## config.mk

```make
export PLATFORM = sky130hd
export DESIGN_NAME = multicycle_control
export DESIGN_NICKNAME = d
export VERILOG_FILES = /design/src/rtl/ctrl_pkg.sv /design/src/rtl/ctrl_decode.sv /design/src/rtl/multicycle_control.sv
export SDC_FILE = /design/constraint.sdc
export NUM_CORES = 1
export LEC_CHECK = 0
export CORE_AREA = 2 2 72 74
export CTS_BUF_LIST = sky130_fd_sc_hd__clkbuf_8 sky130_fd_sc_hd__clkbuf_16
export DETAILED_ROUTE_END_ITERATION = 6
export DIE_AREA = 0 0 74 76
export PLACE_DENSITY_LB_ADDON = 0.1
export SETUP_SLACK_MARGIN = 0.05
export SYNTH_ARGS = -nofsm -noshare
export SYNTH_HDL_FRONTEND = slang
export SYNTH_SLANG_ARGS = --single-unit
export TNS_END_PERCENT = 1
```

## constraint.sdc

```tcl
create_clock -name Clk -period 2.5 [get_ports Clk]
set_input_delay 0.5 -clock Clk [delete_from_list [all_inputs] [get_ports Clk]]
set_output_delay 0.5 -clock Clk [all_outputs]
set_load 0.1 [all_outputs]
```

## src/rtl/ctrl_pkg.sv

```systemverilog
// ---------------------------------------------------------------------------
// ctrl_pkg
// Shared definitions for the multicycle controller:
//   - default opcode / branch-LUT index widths
//   - FSM state encoding
//   - opcode class encoding and the numeric opcode values of each class
// The HALT opcode is always the all-ones value of the opcode field, so it is
// not listed as a numeric constant here.
// ---------------------------------------------------------------------------
package ctrl_pkg;

  localparam int OPW_DEFAULT  = 4;
  localparam int LUTW_DEFAULT = 3;

  typedef enum logic [2:0] {
    ST_IDLE   = 3'd0,
    ST_FETCH  = 3'd1,
    ST_DECODE = 3'd2,
    ST_EXEC   = 3'd3,
    ST_MEM    = 3'd4,
    ST_WB     = 3'd5,
    ST_HALT   = 3'd6
  } state_e;

  typedef enum logic [2:0] {
    CLS_ALU_R = 3'd0,
    CLS_ALU_I = 3'd1,
    CLS_LOAD  = 3'd2,
    CLS_STORE = 3'd3,
    CLS_BR    = 3'd4,
    CLS_JMP   = 3'd5,
    CLS_NOP   = 3'd6,
    CLS_HALT  = 3'd7
  } op_class_e;

  localparam int OP_ALU_R = 0;
  localparam int OP_ALU_I = 1;
  localparam int OP_LOAD  = 2;
  localparam int OP_STORE = 3;
  localparam int OP_BR    = 4;
  localparam int OP_JMP   = 5;
  localparam int OP_NOP   = 6;

endpackage

```

## src/rtl/ctrl_decode.sv

```systemverilog
// ---------------------------------------------------------------------------
// ctrl_decode
// Purely combinational opcode-to-class decoder.
// Ports:
//   opcode   (in,  OPW bits) : raw opcode
//   op_class (out, op_class_e): instruction class; illegal opcodes map to NOP
//   illegal  (out, 1 bit)    : opcode is not one of the defined encodings
// ---------------------------------------------------------------------------
module ctrl_decode
  import ctrl_pkg::*;
#(
  parameter int OPW = OPW_DEFAULT
) (
  input  logic [OPW-1:0] opcode,
  output op_class_e      op_class,
  output logic           illegal
);

  always_comb begin
    op_class = CLS_NOP;
    illegal  = 1'b0;
    // HALT is checked first: with a narrow opcode field the all-ones value
    // must win over any numeric class constant.
    if (opcode == {OPW{1'b1}}) begin
      op_class = CLS_HALT;
    end else if (opcode == OPW'(OP_ALU_R)) begin
      op_class = CLS_ALU_R;
    end else if (opcode == OPW'(OP_ALU_I)) begin
      op_class = CLS_ALU_I;
    end else if (opcode == OPW'(OP_LOAD)) begin
      op_class = CLS_LOAD;
    end else if (opcode == OPW'(OP_STORE)) begin
      op_class = CLS_STORE;
    end else if (opcode == OPW'(OP_BR)) begin
      op_class = CLS_BR;
    end else if (opcode == OPW'(OP_JMP)) begin
      op_class = CLS_JMP;
    end else if (opcode == OPW'(OP_NOP)) begin
      op_class = CLS_NOP;
    end else begin
      // Unknown opcodes execute as NOP and raise the sticky Illegal flag.
      op_class = CLS_NOP;
      illegal  = 1'b1;
    end
  end

endmodule

```

## src/rtl/multicycle_control.sv

```systemverilog
// ---------------------------------------------------------------------------
// multicycle_control
// Multicycle processor control FSM (IDLE/FETCH/DECODE/EXEC/MEM/WB/HALT) with
// latched opcode and branch-LUT index, sticky illegal-opcode flag and a
// saturating retired-instruction counter.
// Ports:
//   Clk, Reset (async, active high), Start
//   Opcode [OPW], LutIdx [LUTW] : sampled in DECODE
//   Zero   : ALU zero flag, conditions BR in EXEC
//   MemAck : data memory completion, only looked at in MEM
//   IRWrite, PCWrite, Branch, RegDst, ALUSrc, MemRead, MemWrite, MemtoReg,
//   RegWrite : datapath strobes
//   Done    : HALT reached
//   Illegal : an illegal opcode was decoded since reset
//   HowHigh [LUTW]    : latched LUT index
//   InstrCount [CNTW] : retired instructions, saturating
// ---------------------------------------------------------------------------
module multicycle_control
  import ctrl_pkg::*;
#(
  parameter int OPW  = OPW_DEFAULT,
  parameter int LUTW = LUTW_DEFAULT,
  parameter int CNTW = 16
) (
  input  logic            Clk,
  input  logic            Reset,
  input  logic            Start,
  input  logic [OPW-1:0]  Opcode,
  input  logic [LUTW-1:0] LutIdx,
  input  logic            Zero,
  input  logic            MemAck,
  output logic            IRWrite,
  output logic            PCWrite,
  output logic            Branch,
  output logic            RegDst,
  output logic            ALUSrc,
  output logic            MemRead,
  output logic            MemWrite,
  output logic            MemtoReg,
  output logic            RegWrite,
  output logic            Done,
  output logic            Illegal,
  output logic [LUTW-1:0] HowHigh,
  output logic [CNTW-1:0] InstrCount
);

  state_e          state_q, state_d;
  logic [OPW-1:0]  opcode_q, opcode_d;
  logic [LUTW-1:0] lut_q, lut_d;
  logic [CNTW-1:0] count_q, count_d;
  logic            illegal_q, illegal_d;

  logic [OPW-1:0]  decode_in;
  op_class_e       op_class;
  logic            dec_illegal;

  // In DECODE the live opcode is classified (it decides EXEC vs HALT and the
  // illegal flag); afterwards the latched copy drives the rest of the
  // instruction, so a single decoder serves both.
  assign decode_in = (state_q == ST_DECODE) ? Opcode : opcode_q;

  ctrl_decode #(
    .OPW (OPW)
  ) u_decode (
    .opcode   (decode_in),
    .op_class (op_class),
    .illegal  (dec_illegal)
  );

  // State and datapath registers
  always_ff @(posedge Clk or posedge Reset) begin
    if (Reset) begin
      state_q   <= ST_IDLE;
      opcode_q  <= '0;
      lut_q     <= '0;
      count_q   <= '0;
      illegal_q <= 1'b0;
    end else begin
      state_q   <= state_d;
      opcode_q  <= opcode_d;
      lut_q     <= lut_d;
      count_q   <= count_d;
      illegal_q <= illegal_d;
    end
  end

  // Next-state logic
  always_comb begin
    state_d = state_q;
    case (state_q)
      ST_IDLE:   if (Start) state_d = ST_FETCH;
      ST_FETCH:  state_d = ST_DECODE;
      ST_DECODE: state_d = (op_class == CLS_HALT) ? ST_HALT : ST_EXEC;
      ST_EXEC: begin
        case (op_class)
          CLS_ALU_R, CLS_ALU_I: state_d = ST_WB;
          CLS_LOAD, CLS_STORE:  state_d = ST_MEM;
          default:              state_d = ST_FETCH;
        endcase
      end
      ST_MEM: begin
        if (MemAck) state_d = (op_class == CLS_LOAD) ? ST_WB : ST_FETCH;
      end
      ST_WB:     state_d = ST_FETCH;
      ST_HALT:   state_d = ST_HALT;
      default:   state_d = ST_IDLE;
    endcase
  end

  // Output logic: Moore except Branch (Zero in EXEC) and the STORE retire
  // pulse, which has to land in the very cycle MemAck is seen.
  always_comb begin
    IRWrite  = 1'b0;
    PCWrite  = 1'b0;
    Branch   = 1'b0;
    RegDst   = 1'b0;
    ALUSrc   = 1'b0;
    MemRead  = 1'b0;
    MemWrite = 1'b0;
    MemtoReg = 1'b0;
    RegWrite = 1'b0;
    Done     = 1'b0;
    case (state_q)
      ST_FETCH: IRWrite = 1'b1;
      ST_EXEC: begin
        RegDst = (op_class == CLS_ALU_R);
        ALUSrc = (op_class == CLS_ALU_I) || (op_class == CLS_LOAD) ||
                 (op_class == CLS_STORE);
        Branch = (op_class == CLS_JMP) || ((op_class == CLS_BR) && Zero);
        // Control-flow, NOP and illegal instructions retire here.
        PCWrite = (op_class == CLS_BR) || (op_class == CLS_JMP) ||
                  (op_class == CLS_NOP);
      end
      ST_MEM: begin
        MemRead  = (op_class == CLS_LOAD);
        MemWrite = (op_class == CLS_STORE);
        PCWrite  = (op_class == CLS_STORE) && MemAck;
      end
      ST_WB: begin
        RegWrite = 1'b1;
        MemtoReg = (op_class == CLS_LOAD);
        PCWrite  = 1'b1;
      end
      ST_HALT: Done = 1'b1;
      default: ;
    endcase
  end

  // Datapath register updates
  always_comb begin
    opcode_d  = opcode_q;
    lut_d     = lut_q;
    illegal_d = illegal_q;
    count_d   = count_q;
    if (state_q == ST_DECODE) begin
      opcode_d  = Opcode;
      lut_d     = LutIdx;
      illegal_d = illegal_q | dec_illegal;
    end
    if (PCWrite && (count_q != {CNTW{1'b1}})) begin
      count_d = count_q + CNTW'(1);
    end
  end

  assign Illegal    = illegal_q;
  assign HowHigh    = lut_q;
  assign InstrCount = count_q;

endmodule

```

# Word level (Yosys, flattened, before mapping)
# Cells that the tools add are included.
[op_classes] n_addsub=1 bitwise=1 reduce_logical=14 n_mux=32 n_eq_ne=23
[ops] op="$mux 3" count=10
[ops] op="$eq 3x3->1 const B" count=7
[ops] op="$pmux 3 s7" count=1
[ops] op="$mux 1" count=17
[ops] op="$add 16x1->16 const B" count=1
[ops] op="$ne 16x16->1 const B" count=1
[ops] op="$eq 3x2->1 const B" count=4
[ops] op="$eq 4x3->1 const B" count=3
[ops] op="$eq 4x2->1 const B" count=2
[ops] op="$eq 3x1->1 const B" count=2
[ops] op="$logic_not 3->1" count=2
[ops] op="$pmux 3 s2" count=1
[ops] op="$logic_or 1x1->1" count=5
[ops] op="$eq 4x1->1 const B" count=1
[ops] op="$eq 4x4->1 const B" count=1
[ops] op="$logic_not 4->1" count=1
[ops] op="$mux 4" count=1
[ops] op="$ne 2x2->1 const B" count=2
[ops] op="$reduce_or 2->1" count=2
[ops] op="$logic_and 1x1->1" count=3
[ops] op="$pmux 1 s3" count=1
[ops] op="$mux 2" count=1
[ops] op="$reduce_and 2->1" count=1
[ops] op="$or 1x1->1" count=1
[word_totals] input_bits=12 output_inout_bits=30 regBits=27 elab_cells=76

# Logic depth before layout (Yosys ltp)
# Gate-level depths: netlist of the first run.
[logic_depth] depth_word=15 depth_mapped=7 depth_no_buf=6

# Modules after synthesis
# From an unflattened synthesis of the first run, not the netlist that was laid out.
[unflattened] hier_cells=140 area_unflattened_um2=1460.2
[by_module_without_submodules] mod="multicycle_control" seq_area_each_um2=675.6 cells_each=133 area_each_um2=1415.1 instances=1
[by_module_without_submodules] mod="ctrl_decode" seq_area_each_um2=0.0 cells_each=7 area_each_um2=45.0 instances=1

# Worst setup path before layout of the first run
# No wires, ideal clock.
[synth_timing] kind="reg-to-output" from="register state_q[2]" to="output Branch" arrival_ns=4.165 setup_slack_ns=-2.165 required_ns=2.000 stages_incl_launch_ff=6 n_path_buf=2 cell_sequence="dfrtp_1 buf_2 nor3b_2 buf_2 mux2_2 nor4_1"
[synth_between] elab_chain_len=14 word_cells_on_any_way=22 cone_classes="10 x eq/ne; 9 x mux; 3 x reduce/logical"
[synth_lines] item="start: declaration" line_no="multicycle_control.sv:47" source="state_e state_q, state_d;"
[synth_lines] item="start signal: assignment" line_no="multicycle_control.sv:79" source="state_q <= state_d;"
[synth_lines] item="$eq 3x2->1 (*)" line_no="multicycle_control.sv:60" source="assign decode_in = (state_q == ST_DECODE) ? Opcode : opcode_q;"
[synth_lines] item="$mux 4 (*)"
[synth_lines] item="named net decode_in[1]" line_no="multicycle_control.sv:53" source="logic [OPW-1:0] decode_in;"
[synth_lines] item="$eq 4x3->1" line_no="ctrl_decode.sv:36" source="end else if (opcode == OPW'(OP_JMP)) begin"
[synth_lines] item="$mux 2" line_no="ctrl_decode.sv:36"
[synth_lines] item="$mux 3" line_no="ctrl_decode.sv:34" source="end else if (opcode == OPW'(OP_BR)) begin"
[synth_lines] item="$mux 3" line_no="ctrl_decode.sv:32" source="end else if (opcode == OPW'(OP_STORE)) begin"
[synth_lines] item="$mux 3" line_no="ctrl_decode.sv:30" source="end else if (opcode == OPW'(OP_LOAD)) begin"
[synth_lines] item="$mux 3" line_no="ctrl_decode.sv:28" source="end else if (opcode == OPW'(OP_ALU_I)) begin"
[synth_lines] item="$mux 3" line_no="ctrl_decode.sv:26" source="end else if (opcode == OPW'(OP_ALU_R)) begin"
[synth_lines] item="$mux 3 (*)" line_no="ctrl_decode.sv:24" source="if (opcode == {OPW{1'b1}}) begin"
[synth_lines] item="$eq 3x3->1" line_no="multicycle_control.sv:129" source="Branch = (op_class == CLS_JMP) || ((op_class == CLS_BR) && Zero);"
[synth_lines] item="$logic_and 1x1->1" line_no="multicycle_control.sv:129"
[synth_lines] item="$logic_or 1x1->1 (*)" line_no="multicycle_control.sv:129"
[synth_lines] item="$mux 1 (*)" line_no="multicycle_control.sv:123" source="case (state_q)"
[synth_lines] item="end: declaration" line_no="multicycle_control.sv:34" source="output logic Branch,"
# Mark *: on every way through the listed nets, which the timed path passes. The rest lies on a longest branch.

# Worst setup path after layout of the first run
# Ends and elaborated chain as after synthesis.

==> results.json, run 1 <==
{
  "worst_slew_pin_slew_ns": 0.361,
  "coreArea_um2": 4910,
  "cts_tree": "built",
  "drt-vias-per-instance": 4.73,
  "crit_path_start": "state_q[2]$_DFFE_PP0P_",
  "required_ns": 2.00,
  "dp_cells": 254,
  "internal_power_mw": 1.25,
  "clock-root-buffer": "clkbuf_8",
  "ys_async_sr_fraction_pct": 100,
  "final_layout_size_suffix_gt1_share_pct": 33.2,
  "multi_input_area_um2": 759,
  "wl_mm": 3.53,
  "insertion_delay_ns": 0.28,
  "die_area_um2": 5620,
  "post-route-min-period_ns": 2.42,
  "powerDensity_nw_per_um2": 1270,
  "crit_buf_inv": 1,
  "nets": 204,
  "fin_area_um2": 2140,
  "power_frac_seq_pct": 25.6,
  "grt_antenna_before_repair": 0,
  "grt_pass1_wl_mm": 5.92,
  "crit_chain": "nor3b_4, mux2_2, nor4_4, buf_12",
  "cts.sinks": 27,
  "detail_route.iter0.violations": 31,
  "place_congestion": 0.754,
  "grt_max_degree": 28,
  "combinationalPowerShare_pct": 64.8,
  "htree_num_levels": 1,
  "slew_headroom_pct": 75.9,
  "postCtsHoldBufs": 0,
  "peakVddDrop_uv": 1000,
  "startpoint_type": "register",
  "fin_crit_sh_pct": 96.8,
  "synthCells": 138,
  "die_w_um": 74,
  "min-delay-start": "Illegal$_DFFE_PP0P_",
  "final_cells": 260,
  "routedWlPerCell_um": 13.6,
  "grt_use_total_pct": 13.3,
  "cpPeakStageDelay_ns": 0.43,
  "synth.ff_latch_count": 27,
  "hold_path_class": "reg -> reg",
  "final-hold-violation-count": 0,
  "syn_nets": 151,
  "dp.final_hpwl_mm": 2.66,
  "syn-cell-area_um2": 1420,
  "ys_seq_area_share_pct": 47.7,
  "cp.arrival_ns": 1.92,
  "fmax_mhz": 413,
  "synthDominantCellAreaShare_pct": 47.7,
  "nFillCells": 466,
  "num_antenna_cells": 0,
  "synth_largest_area_cell": "dfrtp_1",
  "grt_pass1_vias": 1264,
  "cts_buffer_depth": 2,
  "fin_skew_ns": 0.00506,
  "fp.dieH_um": 76,
  "numCtsBuffers": 3,
  "synth_flop_cell": "dfrtp_1",
  "area_growth_pct": 50.8,
  "cpLargestDelayFamily": "simple AND/OR/NAND/NOR gates",
  "rsz0062_at_grt": "true",
  "p_sw_share_pct": 53.8,
  "worstSetupPathType": "reg -> out",
  "slew_viol_final": 0,
  "place_area_um2": 2050,
  "synth_warnings": 0,
  "avgSynthCellArea_um2": 10.3,
  "drc_errors": 0,
  "crit_slowest_cell": "dfrtp_1",
  "postRouteAntennaNets": 0,
  "synthTopCellsByCount": "dfrtp_1 (27), xnor2_1 (15), nand3_1 (12), nor2_1 (12), nand2_1 (10)",
  "critical_path.max_fanout": 3,
  "ff_latch_area_um2": 676,
  "synth-edff-count": 0,
  "synthMostInstantiatedCell": "dfrtp_1",
  "synth.area.top_cells": "dfrtp_1 (48%), xnor2_1 (9.3%), mux2_2 (5.6%), nand3_1 (4.2%), nor2_1 (3.2%)",
  "num_io_pins": 42,
  "gr-total-overflow": 0,
  "pwr-share-clk_pct": 9.5,
  "p_sw_mw": 1.46,
  "status": "finished, final reports clean",
  "finalSetupViolCount": 0,
  "path_clk_slew_ns": 0.09,
  "place.port_buffers": 41,
  "maxCapViolCount": 0,
  "total_leakage_power_nw": 0.888,
  "num_rows": 26,
  "end_kind": "primary output",
  "firstDrtPassIters": 4,
  "synth.distinct_cells": 34,
  "r2r_start": "state_q[2]$_DFFE_PP0P_",
  "start_util_pct": 28.9,
  "vias": 1230
}
==> through the flow <==
step	setup TNS (ns)	utilization [%]	power [mW]	hold WS [ns]	setup WS, ns
floorplan	-2.05	-	1.93	0.528	-0.436
global placement	0	41.7	2.39	0.443	0.0977
detailed placement	0	41.7	2.41	0.453	0.0680
CTS	0	43.1	2.71	0.475	0.0407
global route	0	43.5	2.86	0.513	0.000214
finish	0	43.5	2.72	0.468	0.0806
==> final timing paths <==
check,to,slack [ns],cells past startpoint
min in group asynchronous,HowHigh[1]$_DFFE_PP0P_,0.58,3
max in group asynchronous,InstrCount[4]$_DFFE_PP0P_,1.66,3
min reg2reg,Illegal$_DFFE_PP0P_,0.47,1
max reg2reg,InstrCount[7]$_DFFE_PP0P_,0.42,8
max,Branch,0.08,4
min,Illegal$_DFFE_PP0P_,0.47,1
==> worst reg2reg max path, delay by kind of cell (launching register included) <==
| kind | cells | cell delay, ns |
|---|---|---|
| AND/OR/NAND/NOR | 2 | 0.41 |
| flip-flops | 1 | 0.43 |
| XOR/XNOR | 1 | 0.16 |
| AO/OA/AOI/OAI | 2 | 0.47 |
| buffers and inverters | 3 | 0.50 |
==> cell families after synthesis <==
group           Yosys count  synth area share [%]
simple gates             64                  24.4
flops                    27                  47.7
compound gates           15                  8.30
xor+xnor                 15                  9.27
buf+inv                   8                  3.09
mux                       8                  6.36
fa+ha+maj                 1                 0.882
==> cell usage in the layout (no fill, tap or decap) <==
| cell type | synthesis | layout |
|---|---|---|
| nand2_1 | 10 | 10 |
| a21oi_1 | 4 | 4 |
| nor3b_4 | 0 | 1 |
| clkinvlp_4 | 0 | 1 |
| inv_1 | 3 | 3 |
| o22ai_4 | 0 | 1 |
| mux2_1 | 1 | 1 |
| o21ai_0 | 4 | 4 |
| nor3_2 | 0 | 1 |
| o21a_1 | 1 | 1 |
| nor3_1 | 2 | 1 |
| nor3b_1 | 2 | 1 |
| mux2_2 | 7 | 7 |
| buf_4 | 1 | 31 |
| and2_1 | 1 | 1 |
| a41oi_1 | 1 | 1 |
| nor2_1 | 12 | 11 |
| nand4_1 | 7 | 7 |
| xnor2_1 | 15 | 15 |
| o22ai_1 | 1 | 1 |
| and3_1 | 6 | 6 |
| o31ai_1 | 1 | 1 |
| or2_2 | 2 | 2 |
| nor3b_2 | 1 | 1 |
| buf_12 | 0 | 10 |
| ha_1 | 1 | 1 |
| clkbuf_8 | 0 | 3 |
| a21o_1 | 1 | 1 |
| and4_1 | 2 | 2 |
| nor2b_1 | 1 | 1 |
| nand2b_1 | 3 | 3 |
| buf_6 | 1 | 1 |
| nand4bb_1 | 1 | 1 |
| o32ai_4 | 1 | 1 |
| dfrtp_1 | 27 | 27 |
| clkdlybuf4s50_1 | 0 | 11 |
| nand3_1 | 12 | 12 |
| nor2_4 | 0 | 1 |
| nor4_4 | 0 | 2 |
==> layer usage <==
| metal | GRT usage, % | vias up | wire [um] |
|---|---|---|---|
| met2 | 22.3 | 29 | 1730 |
| met3 | 2.12 | 6 | 155 |
| met4 | 4.36 | 0 | 57 |
| li1 | - | 592 | - |
| met5 | 0 | - | 0 |
| met1 | 17.1 | 603 | 1590 |
==> state kept, by name, indices dropped and copies added, names as in the netlist <==
register and count:
InstrCount 16, opcode_q 4, HowHigh 3, state_q 3
Illegal 1
==> timing repair <==
item,in CTS,in global routing
resized for setup,3,2
endpoints found under the setup margin,2,2
pin swaps,1,1
buffers inserted,1,1
==> cell type report <==
type                       count  share of cell area (%)
clock inverter                 1                   0.351
sequential                    27                    31.6
tap                           70                    4.10
inverter                       3                   0.527
multi-input combinational    103                    35.5
clock buffer                   3                    1.93
timing repair buffer          53                    25.9
==> power by group through the flow <==
stage	Sequential [mW]	Combinational (mW)	Clock, mW
floorplan	1.15	0.782	0
global placement	0.694	1.70	0
detailed placement	0.699	1.71	0
CTS	0.697	1.75	0.267
global route	0.718	1.85	0.288
finish	0.697	1.76	0.259
No activity file was read; power rests on OpenSTA's default activity.
==> run 2, diff against run 1 <==
- DONT_BUFFER_PORTS: default -> 1
==> run 2 against run 1 <==
Routed wire length decreased by 3.6%. Global-route usage fell by 0.15 points. Total power is 4.8% lower. Worst setup slack gained 0.0050 ns. Non-clock buffer count fell by 18. Sequential cell count unchanged. Register-to-register slack worse by 0.03 ns. Count of clock-buffer cells in the layout unchanged. Die area unchanged. Critical path type unchanged. Critical endpoint unchanged. Largest power group unchanged. Highest routed layer unchanged.
==> results.json, run 2 (synthesis gave the netlist of run 1 again) <==
{
  "dp_cells": 237,
  "fin_area_um2": 1940,
  "gr-total-overflow": 0,
  "firstDrtPassIters": 4,
  "htree_num_levels": 1,
  "slew_headroom_pct": 40.4,
  "slew_viol_final": 0,
  "cts_tree": "built",
  "peakVddDrop_uv": 846,
  "maxCapViolCount": 0,
  "place_congestion": 0.726,
  "required_ns": 2.00,
  "r2r_start": "state_q[0]$_DFFE_PP0P_",
  "grt_max_degree": 28,
  "area_growth_pct": 36.6,
  "num_io_pins": 42,
  "finalSetupViolCount": 0,
  "total_leakage_power_nw": 0.806,
  "end_kind": "primary output",
  "post-route-min-period_ns": 2.41,
  "cp.arrival_ns": 1.91,
  "grt_antenna_before_repair": 0,
  "routedWlPerCell_um": 14.1,
  "detail_route.iter0.violations": 52,
  "coreArea_um2": 4910,
  "worst_slew_pin_slew_ns": 0.894,
  "holdWs_ns": 0.164,
  "rsz0062_at_grt": "true",
  "grt_use_total_pct": 13.1,
  "dp.final_hpwl_mm": 2.60,
  "wl_met3_um": 195,
  "insertion_delay_ns": 0.28,
  "grt_pass1_wl_mm": 5.82,
  "final_cells": 242,
  "final-hold-violation-count": 0,
  "crit_buf_inv": 1,
  "final_layout_size_suffix_gt1_share_pct": 35.5,
  "crit_chain": "nor3b_4, mux2_4, nor4_4, buf_12",
  "critical_path.max_fanout": 6,
  "startpoint_type": "register",
  "clock-root-buffer": "clkbuf_8",
  "postCtsHoldBufs": 0,
  "drt-vias-per-instance": 4.87,
  "place_area_um2": 1870,
  "worstSetupPathDepth": 4,
  "cpPeakStageDelay_ns": 0.42,
  "r2r_setup_slack_ns": 0.39,
  "die_w_um": 74,
  "fmax_mhz": 414,
  "reg2regPathDepth": 7,
  "place.port_buffers": 0,
  "route.met2.wl_mm": 1.71,
  "hold_path_class": "in -> async",
  "wl_met1_mm": 1.48,
  "vias": 1179,
  "most-common-layout-cells": "buf_4 (29), dfrtp_1 (27), xnor2_1 (15)",
  "worstSetupPathType": "reg -> out",
  "numCtsBuffers": 3,
  "r2r-end": "InstrCount[1]$_DFFE_PP0P_",
  "cpLargestDelayFamily": "simple AND/OR/NAND/NOR gates",
  "num_rows": 26,
  "path_clk_slew_ns": 0.10,
  "drc_errors": 0,
  "num_antenna_cells": 0,
  "crit_path_start": "state_q[2]$_DFFE_PP0P_",
  "nets": 186,
  "cts_buffer_depth": 2,
  "grt_pass1_vias": 1240,
  "wl_mm": 3.40,
  "status": "finished, final reports clean",
  "fp.dieH_um": 76,
  "cts.sinks": 27,
  "crit_slowest_cell": "dfrtp_1",
  "fin_crit_sh_pct": 96.6,
  "start_util_pct": 28.9,
  "fin_skew_ns": 0.00948,
  "powerDensity_nw_per_um2": 1340,
  "power_mw": 2.59,
  "postRouteAntennaNets": 0,
  "final_common_cell": "buf_4",
  "endpoint": "Branch",
  "maxUsedRoutingLayer": "met4",
  "die_area_um2": 5620,
  "largest_reg_flops": 16
}
## run 2: cell types whose count changed in the layout (fill, tap and decap cells not counted), moves of 2 or more
| cell | change |
|---|---|
| clkdlybuf4s50_1 | -11 |
| buf_12 | -4 |
| nor2_1 | -4 |
| buf_4 | -2 |
| nor2_2 | +5 |
## run 2: cell type report
class,instances,area [um^2]
clock buffer,3,41.3
clock inverter,1,7.51
fill,494,2980
inverter,3,11.3
multi-input combinational,103,776
sequential,27,676
tap,70,87.6
timing repair buffer,35,338
## run 2: where the power goes
| part | internal, mW | switching, mW | total [mW] |
|---|---|---|---|
| Clock | 0.113 | 0.143 | 0.256 |
| Sequential | 0.558 | 0.309 | 0.867 |
| Combinational | 0.477 | 0.988 | 1.47 |
| Total | 1.15 | 1.44 | 2.59 |
## run 2: how the worst min path moves through the flow
| stage | start | end | slack [ns] |
|---|---|---|---|
| 2_1_floorplan | opcode_q[2]$_DFF_PP0_ | opcode_q[2]$_DFF_PP0_ | 0.53 |
| 3_3_place_gp | Reset | InstrCount[9]$_DFFE_PP0P_ | 0.48 |
| 3_5_place_dp | Reset | InstrCount[9]$_DFFE_PP0P_ | 0.49 |
| 4_1_cts | Reset | InstrCount[9]$_DFFE_PP0P_ | 0.18 |
| 5_1_grt | Reset | InstrCount[9]$_DFFE_PP0P_ | 0.18 |
| 6_report | Reset | InstrCount[9]$_DFFE_PP0P_ | 0.16 |
## run 2: per-layer routing
metal,GRT usage (%),up-vias
li1,-,561
met1,16.9,581
met2,22.1,35
met3,4.10,2
met4,1.64,0
met5,0,-
## run 2: stage by stage
| stage | setup TNS (ns) | setup slack [ns] | utilization (%) |
|---|---|---|---|
| global placement | 0 | 0.231 | 38.0 |
| detailed placement | 0 | 0.169 | 38.0 |
| floorplan | -2.05 | -0.436 | - |
| finish | 0 | 0.0856 | 39.4 |
| global route | -0.0209 | -0.0209 | 39.4 |
| CTS | 0 | 0.0540 | 39.4 |
## run 2: worst reg2reg max path, delay by kind of cell (launching register included)
family                 cells  cell delay [ns]
muxes                      1             0.33
AOI/OAI and AO/OA          2             0.51
DFF                        1             0.40
buffers and inverters      2             0.47
and+or+nand+nor            2             0.28
## run 2: repair_timing
item / 4_1_cts / 5_1_grt
setup buffers: 1 / 0
gates resized for setup: 2 / 1
endpoints found under the setup margin: 2 / 2
pin swaps: 2 / 0
